### config.mk
export PLATFORM = sky130hd
export DESIGN_NAME = sa_wresp_router
export DESIGN_NICKNAME = d
export VERILOG_FILES = /design/src/rtl/sa_wresp_router_pkg.sv /design/src/rtl/sa_wresp_ord_fifo.sv /design/src/rtl/sa_wresp_router.sv
export SDC_FILE = /design/constraint.sdc
export NUM_CORES = 1
export LEC_CHECK = 0
export ABC_CLOCK_PERIOD_IN_PS = 2400
export CAP_MARGIN = 20
export CORE_MARGIN = 2
export CORE_UTILIZATION = 45
export DETAILED_ROUTE_END_ITERATION = 12
export GPL_TIMING_DRIVEN = 0
export PLACE_DENSITY = 0.86
export SETUP_SLACK_MARGIN = 0.3
export SYNTH_ARGS = -nofsm -noshare
export SYNTH_HDL_FRONTEND = slang
export SYNTH_SLANG_ARGS = --single-unit
### constraint.sdc
create_clock -name ACLK_i -period 2.4 [get_ports ACLK_i]
set_clock_uncertainty 0.1 [all_clocks]
set_input_delay 0.36 -clock ACLK_i [delete_from_list [all_inputs] [get_ports ACLK_i]]
set_output_delay 0.36 -clock ACLK_i [all_outputs]
set_load 0.1 [all_outputs]
### src/rtl/sa_wresp_router_pkg.sv
// Shared types and helpers for the slave-side write-response router.
// BRESP encodings, the response record, and master-index width derivation.
package sa_wresp_router_pkg;

    typedef enum logic [1:0] {
        RESP_OKAY   = 2'b00,
        RESP_EXOKAY = 2'b01,
        RESP_SLVERR = 2'b10,
        RESP_DECERR = 2'b11
    } bresp_e;

    localparam int DEF_TRANS_MST_ID_W  = 5;
    localparam int DEF_TRANS_WR_RESP_W = 2;

    typedef struct packed {
        logic [DEF_TRANS_MST_ID_W-1:0]  id;
        logic [DEF_TRANS_WR_RESP_W-1:0] resp;
    } resp_info_t;

    // A single master still needs a one-bit index.
    function automatic int mst_id_width(input int mst_amt);
        return (mst_amt > 1) ? $clog2(mst_amt) : 1;
    endfunction

endpackage

### src/rtl/sa_wresp_ord_fifo.sv
// Master-order FIFO: holds the owner of each accepted AW in grant order.
// Head is read combinationally so the owner is known in the pop cycle.
module sa_wresp_ord_fifo #(
    parameter int DEPTH = 8,
    parameter int WIDTH = 1
) (
    input  logic                       clk,
    input  logic                       rst,
    input  logic                       push,
    input  logic                       pop,
    input  logic [WIDTH-1:0]           din,
    output logic [WIDTH-1:0]           head,
    output logic                       empty,
    output logic                       full,
    output logic [$clog2(DEPTH):0]     count
);
    localparam int PTR_W = $clog2(DEPTH);
    localparam int CNT_W = PTR_W + 1;

    logic [WIDTH-1:0] mem [DEPTH];
    logic [PTR_W-1:0] wr_ptr_reg;
    logic [PTR_W-1:0] rd_ptr_reg;
    logic [CNT_W-1:0] count_reg;
    logic             push_ok;
    logic             pop_ok;

    assign empty   = (count_reg == '0);
    assign full    = (count_reg == CNT_W'(DEPTH));
    assign count   = count_reg;
    assign head    = mem[rd_ptr_reg];
    assign push_ok = push & ~full;
    assign pop_ok  = pop & ~empty;

    // DEPTH is a power of two, so pointer overflow is the wrap.
    always_ff @(posedge clk or posedge rst) begin
        if (rst) begin
            wr_ptr_reg <= '0;
            rd_ptr_reg <= '0;
            count_reg  <= '0;
        end else begin
            if (push_ok) wr_ptr_reg <= wr_ptr_reg + 1'b1;
            if (pop_ok)  rd_ptr_reg <= rd_ptr_reg + 1'b1;
            case ({push_ok, pop_ok})
                2'b10:   count_reg <= count_reg + 1'b1;
                2'b01:   count_reg <= count_reg - 1'b1;
                default: count_reg <= count_reg;
            endcase
        end
    end

    always_ff @(posedge clk) begin
        if (push_ok) mem[wr_ptr_reg] <= din;
    end

endmodule

### src/rtl/sa_wresp_router.sv
// Slave-side B-channel router: returns each slave response to the master that owns it.
// Optional macro SA_WRESP_ID_CHECK_EN adds a sticky id_err_o for BID/owner disagreement.
module sa_wresp_router
    import sa_wresp_router_pkg::*;
#(
    parameter int MST_AMT         = 2,
    parameter int OUTSTANDING_AMT = 8,
    parameter int TRANS_MST_ID_W  = 5,
    parameter int TRANS_WR_RESP_W = 2,
    parameter int MST_ID_W        = mst_id_width(MST_AMT)
) (
    input  logic                              ACLK_i,
    input  logic                              ARESET_i,
    input  logic [MST_ID_W-1:0]               aw_mst_id_i,
    input  logic                              aw_shift_en_i,
    output logic                              ord_full_o,
    output logic [$clog2(OUTSTANDING_AMT):0]  outstanding_o,
    input  logic [TRANS_MST_ID_W-1:0]         s_BID_i,
    input  logic [TRANS_WR_RESP_W-1:0]        s_BRESP_i,
    input  logic                              s_BVALID_i,
    output logic                              s_BREADY_o,
    output logic [TRANS_MST_ID_W-1:0]         dsp_BID_o,
    output logic [TRANS_WR_RESP_W-1:0]        dsp_BRESP_o,
    output logic [MST_AMT-1:0]                dsp_BVALID_o,
    input  logic [MST_AMT-1:0]                dsp_BREADY_i
`ifdef SA_WRESP_ID_CHECK_EN
    ,
    output logic                              id_err_o
`endif
);
    localparam int CNT_W = $clog2(OUTSTANDING_AMT) + 1;

    logic [MST_ID_W-1:0]        ord_head;
    logic                       ord_empty;
    logic                       ord_full;
    logic [CNT_W-1:0]           ord_count;
    logic                       out_valid_q;
    logic [MST_ID_W-1:0]        out_mst_q;
    logic [TRANS_MST_ID_W-1:0]  bid_q;
    logic [TRANS_WR_RESP_W-1:0] bresp_q;
    logic                       out_ready;
    logic                       s_hs;

    sa_wresp_ord_fifo #(
        .DEPTH (OUTSTANDING_AMT),
        .WIDTH (MST_ID_W)
    ) u_ord_fifo (
        .clk   (ACLK_i),
        .rst   (ARESET_i),
        .push  (aw_shift_en_i),
        .pop   (s_hs),
        .din   (aw_mst_id_i),
        .head  (ord_head),
        .empty (ord_empty),
        .full  (ord_full),
        .count (ord_count)
    );

    // BREADY uses only registered state and dispatcher readies, never s_BVALID_i.
    assign out_ready  = ~out_valid_q | dsp_BREADY_i[out_mst_q];
    assign s_BREADY_o = ~ord_empty & out_ready;
    assign s_hs       = s_BVALID_i & s_BREADY_o;

    always_ff @(posedge ACLK_i or posedge ARESET_i) begin
        if (ARESET_i) begin
            out_valid_q <= 1'b0;
            out_mst_q   <= '0;
            bid_q       <= '0;
            bresp_q     <= '0;
        end else if (s_hs) begin
            out_valid_q <= 1'b1;
            out_mst_q   <= ord_head;
            bid_q       <= s_BID_i;
            bresp_q     <= s_BRESP_i;
        end else if (dsp_BREADY_i[out_mst_q]) begin
            out_valid_q <= 1'b0;
        end
    end

    genvar gi;
    generate
        for (gi = 0; gi < MST_AMT; gi++) begin : g_bvalid
            assign dsp_BVALID_o[gi] = out_valid_q & (out_mst_q == MST_ID_W'(gi));
        end
    endgenerate

    assign dsp_BID_o     = bid_q;
    assign dsp_BRESP_o   = bresp_q;
    assign ord_full_o    = ord_full;
    assign outstanding_o = ord_count + CNT_W'(out_valid_q);

`ifdef SA_WRESP_ID_CHECK_EN
    logic                id_err_q;
    logic [MST_ID_W-1:0] bid_mst;

    assign bid_mst = s_BID_i[TRANS_MST_ID_W-1 -: MST_ID_W];

    // Mismatch is only flagged; the response still follows the recorded owner.
    always_ff @(posedge ACLK_i or posedge ARESET_i) begin
        if (ARESET_i) id_err_q <= 1'b0;
        else if (s_hs && (bid_mst != ord_head)) id_err_q <= 1'b1;
    end

    assign id_err_o = id_err_q;
`endif

    a_no_push_when_full: assert property (@(posedge ACLK_i) disable iff (ARESET_i)
        !(aw_shift_en_i && ord_full))
        else $warning("aw_shift_en_i while order FIFO full: push dropped");

endmodule

==> flow_metrics.py <==
metrics = {
    "worst_setup_path": {
        "reg2reg_from": "u_ord_fifo.count[1]",
        "cp_data_arrival_time_ns": 2.55,
        "crit_end": "u_ord_fifo.count[3]",
        "cp-end-kind": "flip-flop",
        "cp-startpoint": "u_ord_fifo.count[1]",
        "crit_type": "reg2reg",
        "reg2reg_slack_ns": 0.005,
        "critPathMaxFanout": 4,
        "r2r-end": "u_ord_fifo.count[3]",
        "worstRegToRegCells": 11,
        "worstSetupStartpointType": "flip-flop",
        "critPathRequiredTime_ns": 2.56,
    },
    "synthesis": {
        "synth_area_per_cell_sq_um": 12.8,
        "synthCells": 105,
        "yosysSeqAreaShare_pct": 53.1,
        "synth_edf_count": 8,
        "synth-seq-cells": 27,
        "ys_warn_count": 0,
        "netlist_area_sq_um": 1350,
        "syn_nets": 126,
        "synthFlopType": "dfrtp_1",
        "async_reset_ff_share_pct": 70.4,
        "post_synth_num_cell_types": 28,
    },
    "clock_tree": {
        "cts_root_buf": "clkbuf_4",
        "clk_pin_slew_ns": 0.14,
        "cts_tree": "yes",
        "h-tree-depth": 1,
        "clk_latency_ns": 0.32,
        "cts_made_buffers": 3,
        "cts_hold_buffers": 0,
        "ctsLongestPathBuffers": 2,
        "clock_sinks": 27,
    },
    "routing": {
        "drc_errors": 3,
        "vias_per_cell": 5.50,
        "dr.first_iter.drc_count": 35,
        "drt-total-wl_mm": 3.51,
        "ant_nets": 0,
        "wl_per_cell_um": 18.6,
        "vias": 1039,
        "dr.pass1.iters": 8,
    },
    "sta": {
        "finalSetupViolCount": 0,
        "rsz0062_at_grt": "true",
        "tightest_slew_ns": 0.968,
        "period_minus_slack_ns": 2.40,
        "max_freq_ghz": 0.418,
        "slew_headroom_pct": 35.7,
        "fin_crit_sh_pct": 99.8,
        "timing_hold_violations_final": 0,
        "maxSlewViolCount": 0,
    },
    "run_status": {
        "status": "finished with violations",
        "violations": "design-rule violations",
    },
    "min_path": {
        "hp-class": "in2async",
    },
    "final_layout": {
        "area_delta_synth_final_pct": 49.1,
        "design_area_sq_um": 2010,
        "fin_nets": 180,
        "final_cell_mix": "buf_4, dfrtp_1, clkdlybuf4s50_1, nand2_1",
        "drive_gt1_share_pct": 43.0,
        "n_antenna_cell": 0,
        "final_common_cell": "buf_4",
        "largest_register_ffs": 8,
    },
    "floorplanning": {
        "io_pins": 29,
        "num_rows": 19,
        "die_x_um": 58.7,
        "die_h_um": 58.7,
        "die-area_sq_um": 3450,
        "design.core.area_sq_um": 2810,
        "initial_core_util_pct": 48.1,
    },
    "global_routing": {
        "grt_max_degree": 20,
        "gr-total-overflow": 0,
        "antenna_found_initial": 0,
        "grt_pass1_wl_mm": 4.66,
        "grt_pass1_vias": 1029,
        "grtUsageTotal_pct": 18.2,
    },
    "place": {
        "dpl_cell_area_sq_um": 1730,
        "hpwlAfterDp_mm": 1.92,
        "port_buffers": 28,
        "gp_congestion": 0.761,
    },
    "job": {
        "cap_violations": 0,
    },
}
[cells in the mapped netlist (2+ instances only)]
library cell   n  share of area (%)
nand2_1       12                3.3
nor2_1        10                2.8
dfrtp_1       19                 35
nor3_1         2               0.74
xor2_1         5                3.2
xnor2_1        5                3.2
a21oi_1        3                1.1
mux4_2         2                3.3
nor2b_1        2               0.93
mux2_2         4                3.3
inv_1          2               0.56
mux2_4         5                5.6
edfxtp_1       8                 18
ha_1           7                6.5
mux2i_1        2                1.5
nand2b_1       4                1.9
buf_6          2                1.7
[cell families after synthesis]
family | share of synthesized area, %
adders and majority gates | 6.49
DFF | 53.1
buffers and inverters | 2.60
AOI/OAI and AO/OA | 5.10
and+or+nand+nor | 12.5
muxes | 13.7
xor gates and xnor gates | 6.49
[worst min path at each step]
stage	startpoint	to	slack, ns
6_report	ARESET_i	dsp_BID_o[4]	0.34
2_1_floorplan	ARESET_i	dsp_BID_o[0]	0.21
3_5_place_dp	dsp_BID_o[3]	dsp_BID_o[3]	0.40
5_1_grt	ARESET_i	u_ord_fifo.rd_ptr_reg[2]	0.41
3_3_place_gp	dsp_BRESP_o[1]	dsp_BRESP_o[1]	0.39
4_1_cts	ARESET_i	u_ord_fifo.rd_ptr_reg[2]	0.38
[worst max-delay path, stage by stage, from the launching register on]
cell	delay, ns
dfrtp_1	0.43
buf_6	0.15
o41ai_4	0.40
a21oi_2	0.09
buf_6	0.15
buf_4	0.13
buf_6	0.12
ha_4	0.28
nor2_2	0.03
and3_1	0.13
a31oi_1	0.18
xnor2_1	0.14
[routing by layer]
layer,track usage [%],share of wire (%),vias to the layer above
met5,0,0,-
met3,2.20,3.7,12
met2,33.8,57,33
met1,20.7,35,524
met4,8.12,4.0,0
li1,-,-,470
[area by class of cell]
| class | count | area [sq um] |
|---|---|---|
| Fill cell | 195 | 795 |
| Sequential cell | 27 | 719 |
| Inverter | 2 | 7.51 |
| Buffer | 3 | 33.8 |
| Tap cell | 31 | 38.8 |
| Clock buffer | 4 | 26.3 |
| Multi-Input combinational cell | 73 | 728 |
| Timing Repair Buffer | 49 | 457 |
[per-stage QoR]
stage               TNS, ns  hold WS [ns]  utilization [%]  std cells  worst slack (ns)
floorplan             -2.46         0.211                -        105            -0.639
global placement      -1.60         0.392             61.6        164            -0.318
detailed placement    -2.00         0.399             61.6        164            -0.368
CTS                       0         0.376             66.2        182            0.0844
global route         -0.131         0.413             71.7        189           -0.0823
finish                    0         0.342             71.7        189           0.00491
[timing repair]
action / in CTS / in global routing
pin swaps: 5 / 12
setup endpoints to repair: 18 / 8
setup buffers: 14 / 7
resized for setup: 55 / 20
Power is left out: the tool's default activity adds up to more than one toggle a clock period on the data nets, which glitch-free logic cannot reach.
